## src/rtl/addsub_gray_seq.sv

```systemverilog
// -----------------------------------------------------------------------------
// addsub_gray_seq
//
// Multi-cycle unsigned adder/subtractor with a carry/borrow input. Operands
// are captured through a valid/ready handshake. The sum is then built CHUNK
// bits per clock over a registered carry chain. The (WIDTH+1)-bit binary
// result and its Gray-code equivalent are held until the consumer accepts
// them.
//
// Handshake rules (both sides): a transfer happens on the rising clk edge where
// valid and ready are both high. The producer holds in_valid and the operands
// until that edge. The consumer sees result/Gray_value stable for as long as
// out_valid is high. in_ready and out_valid are registered. Each depends only on
// the FSM state, so there is no combinational path from in_valid or out_ready.
//
// Optional feature: define ADDSUB_OVERFLOW_EN to add the signed-overflow
// output.
//
// Parameters:
//   WIDTH  operand width in bits (>= 2)
//   CHUNK  bits summed per clock; must divide WIDTH
//
// Ports:
//   clk              rising-edge clock
//   rst_n            asynchronous active-low reset
//   in_valid         operand set presented
//   in_ready         block can accept operands (IDLE only)
//   A, B             unsigned operands
//   carry_borrow_in  carry-in (add) or borrow-in (subtract)
//   mode             0 = add, 1 = subtract
//   out_valid        result available (DONE only)
//   out_ready        consumer accepts result
//   result           binary result; MSB = carry-out (add) / borrow-out (sub)
//   Gray_value       result ^ (result >> 1)
//   overflow         signed overflow (only with ADDSUB_OVERFLOW_EN)
//   state_dbg        current FSM state (0 IDLE, 1 RUN, 2 DONE)
// -----------------------------------------------------------------------------
module addsub_gray_seq #(
    parameter int WIDTH = 8,
    parameter int CHUNK = 2
) (
    input  logic             clk,
    input  logic             rst_n,
    input  logic             in_valid,
    output logic             in_ready,
    input  logic [WIDTH-1:0] A,
    input  logic [WIDTH-1:0] B,
    input  logic             carry_borrow_in,
    input  logic             mode,
    output logic             out_valid,
    input  logic             out_ready,
    output logic [WIDTH:0]   result,
    output logic [WIDTH:0]   Gray_value,
`ifdef ADDSUB_OVERFLOW_EN
    output logic             overflow,
`endif
    output logic [1:0]       state_dbg
);

    localparam int NCHUNK = WIDTH / CHUNK;
    // Keep the counter at least one bit wide even when CHUNK == WIDTH.
    localparam int CW     = (NCHUNK > 1) ? $clog2(NCHUNK) : 1;

    typedef enum logic [1:0] {
        IDLE = 2'd0,
        RUN  = 2'd1,
        DONE = 2'd2
    } state_t;

    state_t           state;
    logic [CW-1:0]    cnt;
    logic             carry;
    logic [WIDTH-1:0] a_q;
    logic [WIDTH-1:0] b_q;
    logic             mode_q;
    logic [WIDTH-1:0] sum_q;

    logic [CHUNK-1:0] a_chunk;
    logic [CHUNK-1:0] b_chunk;
    logic [CHUNK-1:0] b_eff_chunk;
    logic [CHUNK:0]   chunk_sum;
    logic [WIDTH-1:0] next_sum;
    logic [WIDTH:0]   next_result;
    logic             last_chunk;

    assign state_dbg = state;

    // One chunk of the chain. Subtraction is A + ~B + ~bin. The carry register
    // is preloaded with ~bin on accept, so this datapath is identical for both
    // modes.
    always_comb begin
        a_chunk  = '0;
        b_chunk  = '0;
        next_sum = sum_q;
        for (int i = 0; i < NCHUNK; i++) begin
            if (cnt == CW'(i)) begin
                a_chunk = a_q[i*CHUNK +: CHUNK];
                b_chunk = b_q[i*CHUNK +: CHUNK];
            end
        end
        b_eff_chunk = mode_q ? ~b_chunk : b_chunk;
        chunk_sum   = {1'b0, a_chunk} + {1'b0, b_eff_chunk} + {{CHUNK{1'b0}}, carry};
        for (int i = 0; i < NCHUNK; i++) begin
            if (cnt == CW'(i)) begin
                next_sum[i*CHUNK +: CHUNK] = chunk_sum[CHUNK-1:0];
            end
        end
        // In subtract mode the chain carry-out means "no borrow", so invert it.
        next_result = {mode_q ? ~chunk_sum[CHUNK] : chunk_sum[CHUNK], next_sum};
        last_chunk  = (cnt == CW'(NCHUNK - 1));
    end

`ifdef ADDSUB_OVERFLOW_EN
    // Both operand signs agree and the sum sign differs. This is the same as
    // carry-into-MSB XOR carry-out-of-MSB. It is only sampled on the final
    // edge, when next_sum holds the complete value.
    logic b_eff_msb;
    logic next_overflow;
    always_comb begin
        b_eff_msb     = mode_q ? ~b_q[WIDTH-1] : b_q[WIDTH-1];
        next_overflow = (a_q[WIDTH-1] == b_eff_msb) && (next_sum[WIDTH-1] != a_q[WIDTH-1]);
    end
`endif

    always_ff @(posedge clk or negedge rst_n) begin
        if (!rst_n) begin
            state      <= IDLE;
            cnt        <= '0;
            carry      <= 1'b0;
            a_q        <= '0;
            b_q        <= '0;
            mode_q     <= 1'b0;
            sum_q      <= '0;
            result     <= '0;
            Gray_value <= '0;
            in_ready   <= 1'b1;
            out_valid  <= 1'b0;
`ifdef ADDSUB_OVERFLOW_EN
            overflow   <= 1'b0;
`endif
        end else begin
            case (state)
                IDLE: begin
                    if (in_valid) begin
                        a_q      <= A;
                        b_q      <= B;
                        mode_q   <= mode;
                        carry    <= mode ? ~carry_borrow_in : carry_borrow_in;
                        cnt      <= '0;
                        in_ready <= 1'b0;
                        state    <= RUN;
                    end
                end
                RUN: begin
                    sum_q <= next_sum;
                    carry <= chunk_sum[CHUNK];
                    cnt   <= cnt + CW'(1);
                    if (last_chunk) begin
                        result     <= next_result;
                        Gray_value <= next_result ^ (next_result >> 1);
`ifdef ADDSUB_OVERFLOW_EN
                        overflow   <= next_overflow;
`endif
                        out_valid  <= 1'b1;
                        state      <= DONE;
                    end
                end
                DONE: begin
                    if (out_ready) begin
                        out_valid <= 1'b0;
                        in_ready  <= 1'b1;
                        state     <= IDLE;
                    end
                end
                default: begin
                    out_valid <= 1'b0;
                    in_ready  <= 1'b1;
                    state     <= IDLE;
                end
            endcase
        end
    end

endmodule

```

## config.mk

```make
export PLATFORM = sky130hd
export DESIGN_NAME = addsub_gray_seq
export DESIGN_NICKNAME = d
export VERILOG_FILES = /design/src/rtl/addsub_gray_seq.sv
export SDC_FILE = /design/constraint.sdc
export NUM_CORES = 1
export LEC_CHECK = 0
export ABC_CLOCK_PERIOD_IN_PS = 4800
export CORE_UTILIZATION = 43
export CTS_CLUSTER_DIAMETER = 30
export DETAILED_ROUTE_END_ITERATION = 16
export GPL_TIMING_DRIVEN = 0
export PLACE_DENSITY = 0.68
export SYNTH_ARGS = -nofsm -noshare
export SYNTH_HDL_FRONTEND = slang
export SYNTH_SLANG_ARGS = --single-unit
export TNS_END_PERCENT = 100
```

## constraint.sdc

```tcl
create_clock -name clk -period 4.8 [get_ports clk]
set_clock_uncertainty 0.15 [all_clocks]
set_input_delay 1.2 -clock clk [delete_from_list [all_inputs] [get_ports clk]]
set_output_delay 1.2 -clock clk [all_outputs]
set_load 0.02 [all_outputs]
```

==> flow_summary.ini <==
[status]
status = completed

[cts]
clock_sink_count = 47
cts_made_buffers = 5
clk_latency_ns = 0.30
postCtsSetupBuffers = 0
ctsLongestPathBuffers = 2
cts_max_level = 2
holdBufCountCts = 0
cts_tree = done
clk_pin_slew_ns = 0.08
clock-root-buffer = clkbuf_8
cts_resized = 0

[synthesis]
synth_cell_type_count = 29
synth-xor-area-share_pct = 4.63
synthAdderAreaFrac_pct = 3.97
synth_top_area_share_pct = 50.7
synth.avg_cell_area_um2 = 12.1
synth-compound-area-share_pct = 7.83
ys_async_sr_fraction_pct = 100
synth-seq-cells = 47
seq_area_frac_synth_pct = 51.9
synth_top_family_by_area = multiplexers
muxShareOfSynthArea_pct = 18.1
syn_inst = 187
syn_area_um2 = 2270
yosys_most_used_dff = dfrtp_1
yosysWarningCount = 0
syn_nets = 215
yosys.area.top_type = dfrtp_1
synth_edf_count = 0
synthTopCellsByArea = dfrtp_1, mux2_4, mux2_2, nand2_1, o21ai_0
synthSimpleGateAreaFrac_pct = 9.65

[floorplan]
fp.dieH_um = 74.6
start_util_pct = 44.4
dieArea_um2 = 5570
num_io_pins = 44
rows = 26
coreArea_um2 = 5110
die_w_um = 74.6

[detailed_routing]
ant_nets = 0
wl_um = 4200
vias = 1496
drcViolationCount = 0
first_pass_iters = 4
wl_per_cell_um = 13.6
drtIter0Drc = 99
vias_per_cell = 4.84

[global_route]
grt_max_degree = 29
grt_pass1_vias = 1515
grt_pass1_wl_um = 7400
antenna_found_initial = 0
grt_use_total_pct = 17.7
grt_overflow_total = 0

[place]
post-place-ws_ns = 1.26
dp_cells = 301
gp_congestion = 0.793
numPortBuffers = 43
dp_hpwl_um = 3080

[final_layout]
syn_to_final_growth_pct = 27.1
fin_nets = 266
layout_commonest_cell = dfrtp_1
final_cells = 309
antenna_cells = 0
final_cell_mix = dfrtp_1, clkdlybuf4s50_1, nand2_1
drive_gt1_share_pct = 18.0

[min_path]
hold_class = register to register

[sta]
finalSetupViolCount = 0
fin_setup_tns_ns = 0
rsz0062_at_grt = no
finalHoldViolCount = 0
setup_ws_ns = 1.26
fmax_mhz = 282
post-route-period-util_pct = 73.8
tightest_slew_ns = 0.490
report.final.slew_viol_count = 0
finalCriticalPeriod_ns = 3.54
relSlewSlack_pct = 67.4

[job]
maxCapViolCount = 0

[critical_path]
crit_type = register to register
cp_max_fo = 8
required_ns = 4.83
cp-end-kind = register
start_kind = register
cp.arrival_ns = 3.57
==> registers in the layout, summed over array words and instances (netlist names) <==
signal      count
carry           1
a_q             8
state_dbg       2
b_q             8
cnt             2
out_valid       1
in_ready        1
result          9
Gray_value      8
sum_q           6
mode_q          1
==> per-stage QoR <==
| step | util, % | hold WS [ns] | cell area (um2) |
|---|---|---|---|
| final | 56.4 | 0.330 | 2880 |
| after global routing | 56.4 | 0.353 | 2880 |
| after CTS | 56.4 | 0.338 | 2880 |
| after detailed placement | 54.9 | 0.319 | 2800 |
| after global placement | 54.6 | 0.312 | 2790 |
| after floorplan | - | 0.299 | 2270 |
==> cells in the mapped netlist, types with 3 or more instances <==
master and n:
ha_1 4, dfrtp_1 46, clkbuf_1 5, mux2_2 9, nor2_1 3, a211oi_1 4, xnor2_1 9, o31ai_1 3
mux2_4 16, mux2i_1 7, o21ai_0 18, xor2_1 3, buf_6 3, nand2_1 25, nand3b_1 3, buf_2 4
nor2b_1 6
==> layout make-up <==
class,count,area (um2)
Inverter,2,7.51
Clock buffer,7,76.3
Tap cell,70,87.6
Multi-Input combinational cell,125,1000
Fill cell,490,2220
Sequential cell,47,1180
Buffer,13,80.1
Clock inverter,1,5.00
Timing Repair Buffer,44,445
==> final timing paths <==
check | from | endpoint | slack (ns) | cells past startpoint
worst max-delay path | cnt[0]$_DFFE_PN0P_ | Gray_value[0]$_DFFE_PN0P_ | 1.26 | 12
worst min-delay path | result[5]$_DFFE_PN0P_ | result[5]$_DFFE_PN0P_ | 0.33 | 2
worst max register to register | cnt[0]$_DFFE_PN0P_ | Gray_value[0]$_DFFE_PN0P_ | 1.26 | 12
worst min register to register | result[5]$_DFFE_PN0P_ | result[5]$_DFFE_PN0P_ | 0.33 | 2
max in group asynchronous | rst_n | in_ready$_DFFE_PN1P_ | 3.21 | 2
min in group asynchronous | rst_n | Gray_value[2]$_DFFE_PN0P_ | 0.71 | 1
==> cell families (layout without fill, tap and decap cells) <==
| kind of cell | Yosys count | after routing |
|---|---|---|
| flip-flops | 47 | 47 |
| AND/OR/NAND/NOR | 45 | 45 |
| multiplexers | 32 | 32 |
| AO/OA/AOI/OAI | 30 | 30 |
| buffers and inverters | 15 | 67 |
| XOR/XNOR | 12 | 12 |
| adder cells (fa/ha/maj) | 6 | 6 |
==> routing by layer <==
layer  wire length [um]  GRT usage (%)  share of wire (%)
met1               1990           24.6                 47
met2               2020           28.3                 48
met3                157           4.02                3.7
met4                 33           4.40               0.79
met5                  0              0                  0
==> critical path, stage by stage (launching register included) <==
cell and delay (ns):
dfrtp_1 0.41, inv_1 0.08, ha_1 0.19, clkbuf_1 0.20
nor2b_1 0.20, a221oi_1 0.25, o31ai_1 0.15, fa_1 0.42
fa_1 0.49, clkbuf_1 0.34, mux2i_1 0.25, xnor2_1 0.21
o21ai_0 0.09
Power is not shown: default switching activity piles up to over one toggle a cycle in this logic, so the estimate is an artifact.
